## src/rtl/delay_path_sequencer.sv

```systemverilog
// Launches alternating transitions into an external delay path and, after a
// programmable settle time, checks the captured output for each trial.
module delay_path_sequencer #(
  parameter int   TRIAL_W   = 16,
  parameter int   SETTLE_W  = 8,
  parameter int   CNT_W     = 16,
  parameter logic INVERTING = 1'b1
) (
  input  logic                clk,
  input  logic                rst_n,
  input  logic                start,
  input  logic                abort,
  input  logic [TRIAL_W-1:0]  num_trials,
  input  logic [SETTLE_W-1:0] settle_cycles,
  output logic                path_in,
  input  logic                path_result,
  output logic                busy,
  output logic                done,
  output logic [TRIAL_W-1:0]  trial_count,
  output logic [CNT_W-1:0]    err_rise,
  output logic [CNT_W-1:0]    err_fall,
  output logic [TRIAL_W-1:0]  first_fail
);

  localparam logic [2:0] S_IDLE   = 3'd0;
  localparam logic [2:0] S_LAUNCH = 3'd1;
  localparam logic [2:0] S_WAIT   = 3'd2;
  localparam logic [2:0] S_SAMPLE = 3'd3;
  localparam logic [2:0] S_DONE   = 3'd4;

  logic [2:0]          r_state;
  logic                r_path_in;
  logic                r_rise;
  logic [SETTLE_W-1:0] r_cnt;
  logic [SETTLE_W-1:0] r_settle;
  logic [TRIAL_W-1:0]  r_num;
  logic                r_capture;
  logic [TRIAL_W-1:0]  r_trial;
  logic [CNT_W-1:0]    r_err_rise;
  logic [CNT_W-1:0]    r_err_fall;
  logic [TRIAL_W-1:0]  r_first;

  logic [SETTLE_W-1:0] w_settle_eff;
  logic                w_pass;
  logic                w_cap_edge;
  logic [TRIAL_W-1:0]  w_trial_next;

  function automatic logic [CNT_W-1:0] sat_inc_cnt(input logic [CNT_W-1:0] v);
    return (&v) ? v : v + CNT_W'(1);
  endfunction

  function automatic logic [TRIAL_W-1:0] sat_inc_trial(input logic [TRIAL_W-1:0] v);
    return (&v) ? v : v + TRIAL_W'(1);
  endfunction

  assign w_settle_eff = (settle_cycles == '0) ? SETTLE_W'(1) : settle_cycles;
  assign w_pass       = (r_capture == (r_path_in ^ INVERTING));
  assign w_cap_edge   = (r_state == S_WAIT) && (r_cnt == SETTLE_W'(1));
  assign w_trial_next = sat_inc_trial(r_trial);

  always_ff @(posedge clk or negedge rst_n) begin
    if (!rst_n) begin
      r_state    <= S_IDLE;
      r_path_in  <= 1'b0;
      r_rise     <= 1'b0;
      r_cnt      <= '0;
      r_trial    <= '0;
      r_err_rise <= '0;
      r_err_fall <= '0;
      r_first    <= '1;
    end else begin
      case (r_state)
        S_IDLE: begin
          if (start) begin
            r_trial    <= '0;
            r_err_rise <= '0;
            r_err_fall <= '0;
            r_first    <= '1;
            r_state    <= (num_trials == '0) ? S_DONE : S_LAUNCH;
          end
        end
        S_LAUNCH: begin
          if (abort) begin
            r_state <= S_IDLE;
          end else begin
            r_path_in <= ~r_path_in;
            r_rise    <= ~r_path_in;
            r_cnt     <= r_settle;
            r_state   <= S_WAIT;
          end
        end
        S_WAIT: begin
          if (abort) begin
            r_state <= S_IDLE;
          end else begin
            r_cnt <= r_cnt - SETTLE_W'(1);
            if (w_cap_edge) r_state <= S_SAMPLE;
          end
        end
        S_SAMPLE: begin
          // abort discards this trial's result entirely
          if (abort) begin
            r_state <= S_IDLE;
          end else begin
            if (!w_pass) begin
              if (r_rise) r_err_rise <= sat_inc_cnt(r_err_rise);
              else        r_err_fall <= sat_inc_cnt(r_err_fall);
              if (&r_first) r_first <= r_trial;
            end
            r_trial <= w_trial_next;
            r_state <= (w_trial_next == r_num) ? S_DONE : S_LAUNCH;
          end
        end
        S_DONE:  r_state <= S_IDLE;
        default: r_state <= S_IDLE;
      endcase
    end
  end

  // Run parameters and the path capture carry no reset: only meaningful once a run starts.
  // The capture flop is deliberately unsynchronized; it measures the raw path.
  always_ff @(posedge clk) begin
    if ((r_state == S_IDLE) && start) begin
      r_num    <= num_trials;
      r_settle <= w_settle_eff;
    end
    if (w_cap_edge) r_capture <= path_result;
  end

  assign path_in     = r_path_in;
  assign busy        = (r_state == S_LAUNCH) || (r_state == S_WAIT) || (r_state == S_SAMPLE);
  assign done        = (r_state == S_DONE);
  assign trial_count = r_trial;
  assign err_rise    = r_err_rise;
  assign err_fall    = r_err_fall;
  assign first_fail  = r_first;

endmodule

```

## config.mk

```make
export PLATFORM = sky130hd
export DESIGN_NAME = delay_path_sequencer
export DESIGN_NICKNAME = d
export VERILOG_FILES = /design/src/rtl/delay_path_sequencer.sv
export SDC_FILE = /design/constraint.sdc
export NUM_CORES = 1
export LEC_CHECK = 0
export BUFFER_PORTS_ARGS = -buffer_cell sky130_fd_sc_hd__buf_2
export CORE_MARGIN = 2
export CORE_UTILIZATION = 32
export CTS_CLUSTER_SIZE = 8
export DETAILED_ROUTE_END_ITERATION = 7
export GPL_ROUTABILITY_DRIVEN = 0
export PLACE_DENSITY_LB_ADDON = 0.08
export SLEW_MARGIN = 10
export SYNTH_ARGS = -nofsm -noshare
export SYNTH_HDL_FRONTEND = slang
export SYNTH_SLANG_ARGS = --single-unit
```

## constraint.sdc

```tcl
create_clock -name clk -period 2.53 [get_ports clk]
set_input_delay 0.253 -clock clk [delete_from_list [all_inputs] [get_ports clk]]
set_output_delay 0.253 -clock clk [all_outputs]
set_load 0.005 [all_outputs]
```

==> reports/summary.txt <==
Die Y-Extent: 135 µm
Row cnt: 47
Synth Flop Type: dfrtp_1
Count of input and output buffers: 95
Worst EP required: 2.75 ns
Max Root-Sink Buffers: 2
Final setup vio count: 0
Final Skew: 0.00775 ns
DR vias: 4,788
Grt ovf: 0
Fraction of layout cells with a size suffix above 1: 30.1%
Core area: 0.0166 mm²
WS Path Type: reg -> reg
Worst-skew pair later-pin latency: 0.35 ns
Post-synth cell types: 66
Die Footprint: 0.0182 mm²
Cell-internal power: 0.00351 W
Top cell type's share of synthesized area: 27.4%
Initial antenna violation count: 0
Hold EP: r_settle[3]
Most common cell after layout, fill and taps aside: buf_2
R2r endpoint: r_state[0]
Worst-path fanout max: 6
Fin area: 0.00691 mm²
Drt pass-1 iters: 4
CTS root buf: clkbuf_16
Final Hold Viols: 0
Hold path depth: 1
Power share of the sequential group: 42.9%
Synthesized area: 0.00548 mm²
Synth Instances: 583
NetSw: 0.00195 W
# H-tree levels: 3
CP max stage cell: or4_4
Fmax achieved: 413 MHz
Static leakage: 3.06 nW
Largest net degree at the start of global routing: 44
Clock power frac: 25.8%
Crit-path cells: nand4_2, or4_4, and3_4, xnor2_1, o2111ai_1, nor4_4, o21a_1, nor2_1
Synthesized area per cell: 9.41 µm²
Least-Margin Pin Slew: 0.622 ns
DRT antenna net count: 0
Reg-to-reg slack, setup: 0.11 ns
Power Density: 791 mW/mm²
Vias/cell: 5.14
Worst Min Path Start: settle_cycles[3]
Number of clock sinks: 101
Crit path DAT: 2.64 ns
Status: complete, no violations
Layout area overhead: 26.0%
Period utilization: 95.6%
Tmin final: 2.42 ns
Worst r2r path cells: 8
Vias in the first global route: 4,704
Initial core utilization: 33.0%
VDD IR max: 319 µV
Nets@finish: 740
Worst setup SP type: flip-flop
Dpl cell area: 0.00645 mm²
Sequential area share after synthesis: 48.7%
First-pass GRT wire length: 25.0 mm
Worst-path clk slew: 0.07 ns
DR iter-0 viols: 260
Tot GR Track Use: 17.6%
Worst path bufs/invs: 0
DP Cell Count: 910
Max stage delay on crit path: 0.63 ns
Final wirelength: 15.6 mm
Final std cells w/o fill: 931
Max Cap Viol: 0
Sw Share: 35.7%
Post-synth EDFFs: 25
Slew HR: 58.5%
Commonest non-fill, non-tap cells in the layout: 94 x buf_2, 56 x nand2_1, 56 x dfrtp_1
ANT cells: 0
CTS tree: built
CP endpoint kind: flip-flop
Slew Limit Fails: 0
Die Wd: 135 µm
Async SR Flop Fraction: 75.2%
Comb pwr share: 31.3%
Top cells by area, synth: dfrtp_1 27%, edfxtp_1 14%, dfstp_2 7.7%
Area leader, netlist: dfrtp_1
DRC viols: 0
Final HPWL DP: 11.4 mm
WL/cell: 16.7 µm
Hold crit path type: in -> reg
#FFs+latches synth: 101
Synthesis Warnings: 0
Syn_nets: 617
CTS Buf Count: 9
I/O pin cnt: 96
Top Family by Delay on Critical Path: simple AND/OR/NAND/NOR gates
Worst r2r src: trial_count[15]
Fillers: 1,715
## routing by layer
layer / GRT usage (%) / vias to the layer above / part of all wire [%]
li1: - / 2330 / -
met1: 23.7 / 2318 / 47
met2: 28.4 / 113 / 47
met3: 2.40 / 27 / 3.5
met4: 7.31 / 0 / 2.1
met5: 0 / - / 0
## power groups by stage
stage                     combinational (W)  sequential, W  clock (W)
final                               0.00171        0.00234    0.00141
after global routing                0.00194        0.00239    0.00151
after global placement              0.00171        0.00237          0
after CTS                           0.00172        0.00234    0.00147
after floorplan                     0.00102        0.00233          0
after detailed placement            0.00171        0.00238          0
## cell usage after synthesis, types with 4 or more instances
library cell / number
or3_1: 6
mux2i_1: 7
ha_1: 5
xnor2_1: 21
and3_1: 5
inv_1: 26
a21oi_1: 37
clkbuf_1: 18
nor4_1: 16
buf_4: 5
o31ai_1: 4
buf_2: 11
xor2_1: 21
o21ai_0: 38
nand4_1: 15
dfstp_2: 16
nand3_1: 24
nor2_1: 53
nand2_1: 57
nor3_1: 34
dfrtp_1: 60
nor3b_1: 4
nand3b_1: 4
and4_1: 4
edfxtp_1: 25
nand2b_1: 7
## what timing repair did
action                                  CTS  global route
setup buffers                             0             4
endpoints found under the hold margin    34             0
hold buffers                              1             0
endpoints found under the setup margin    0             7
gates resized for setup                   0            21
## layout make-up
type	instances	area [µm²]	share of cell area [%]
Clock inverter	6	63.8	0.923
Inverter	27	101	1.47
Sequential cell	101	2680	38.7
Timing Repair Buffer	150	906	13.1
Tap cell	220	275	3.98
Clock buffer	10	229	3.31
Multi-Input combinational cell	417	2660	38.5
## metrics by stage
step	hold WS, ns	TNS [ns]	setup WS [ns]	utilization [%]	total power (W)
floorplan	-0.0426	-0.00345	-0.00345	-	0.00335
global placement	0.310	0	0.0760	38.8	0.00408
detailed placement	0.313	0	0.0247	38.8	0.00409
CTS	0.0725	0	0.0179	40.6	0.00553
global route	0.0716	-0.0319	-0.0180	41.5	0.00584
finish	0.0852	0	0.111	41.5	0.00547
## registers in the layout (all words and copies together) (netlist names)
signal,flops
err_fall,16
err_rise,16
first_fail,16
r_num,16
trial_count,16
r_cnt,8
r_settle,8
r_state,3
r_capture,1
r_rise,1
## cell families (layout without fill, tap and decap cells)
family                   after synthesis  count (layout)  share of synthesized area, %
multiplexers                           8               8                          1.48
adder cells (fa/ha/maj)                5               5                          1.14
buffers and inverters                 65             193                          5.20
XOR/XNOR                              42              42                          6.71
AO/OA/AOI/OAI                        107             107                          11.7
AND/OR/NAND/NOR                      255             255                          25.0
flip-flops                           101             101                          48.7
## worst max-delay path by stage
stage | start | to | slack [ns] | cells past startpoint
floorplan | trial_count[1] | r_state[0] | -0.003 | 11
global placement | trial_count[0] | r_state[0] | 0.08 | 10
detailed placement | trial_count[0] | r_state[0] | 0.02 | 9
CTS | trial_count[0] | r_state[0] | 0.02 | 9
global route | trial_count[7] | r_state[2] | -0.02 | 9
finish | trial_count[15] | r_state[0] | 0.11 | 8
No activity file was read; power rests on OpenSTA's default activity.
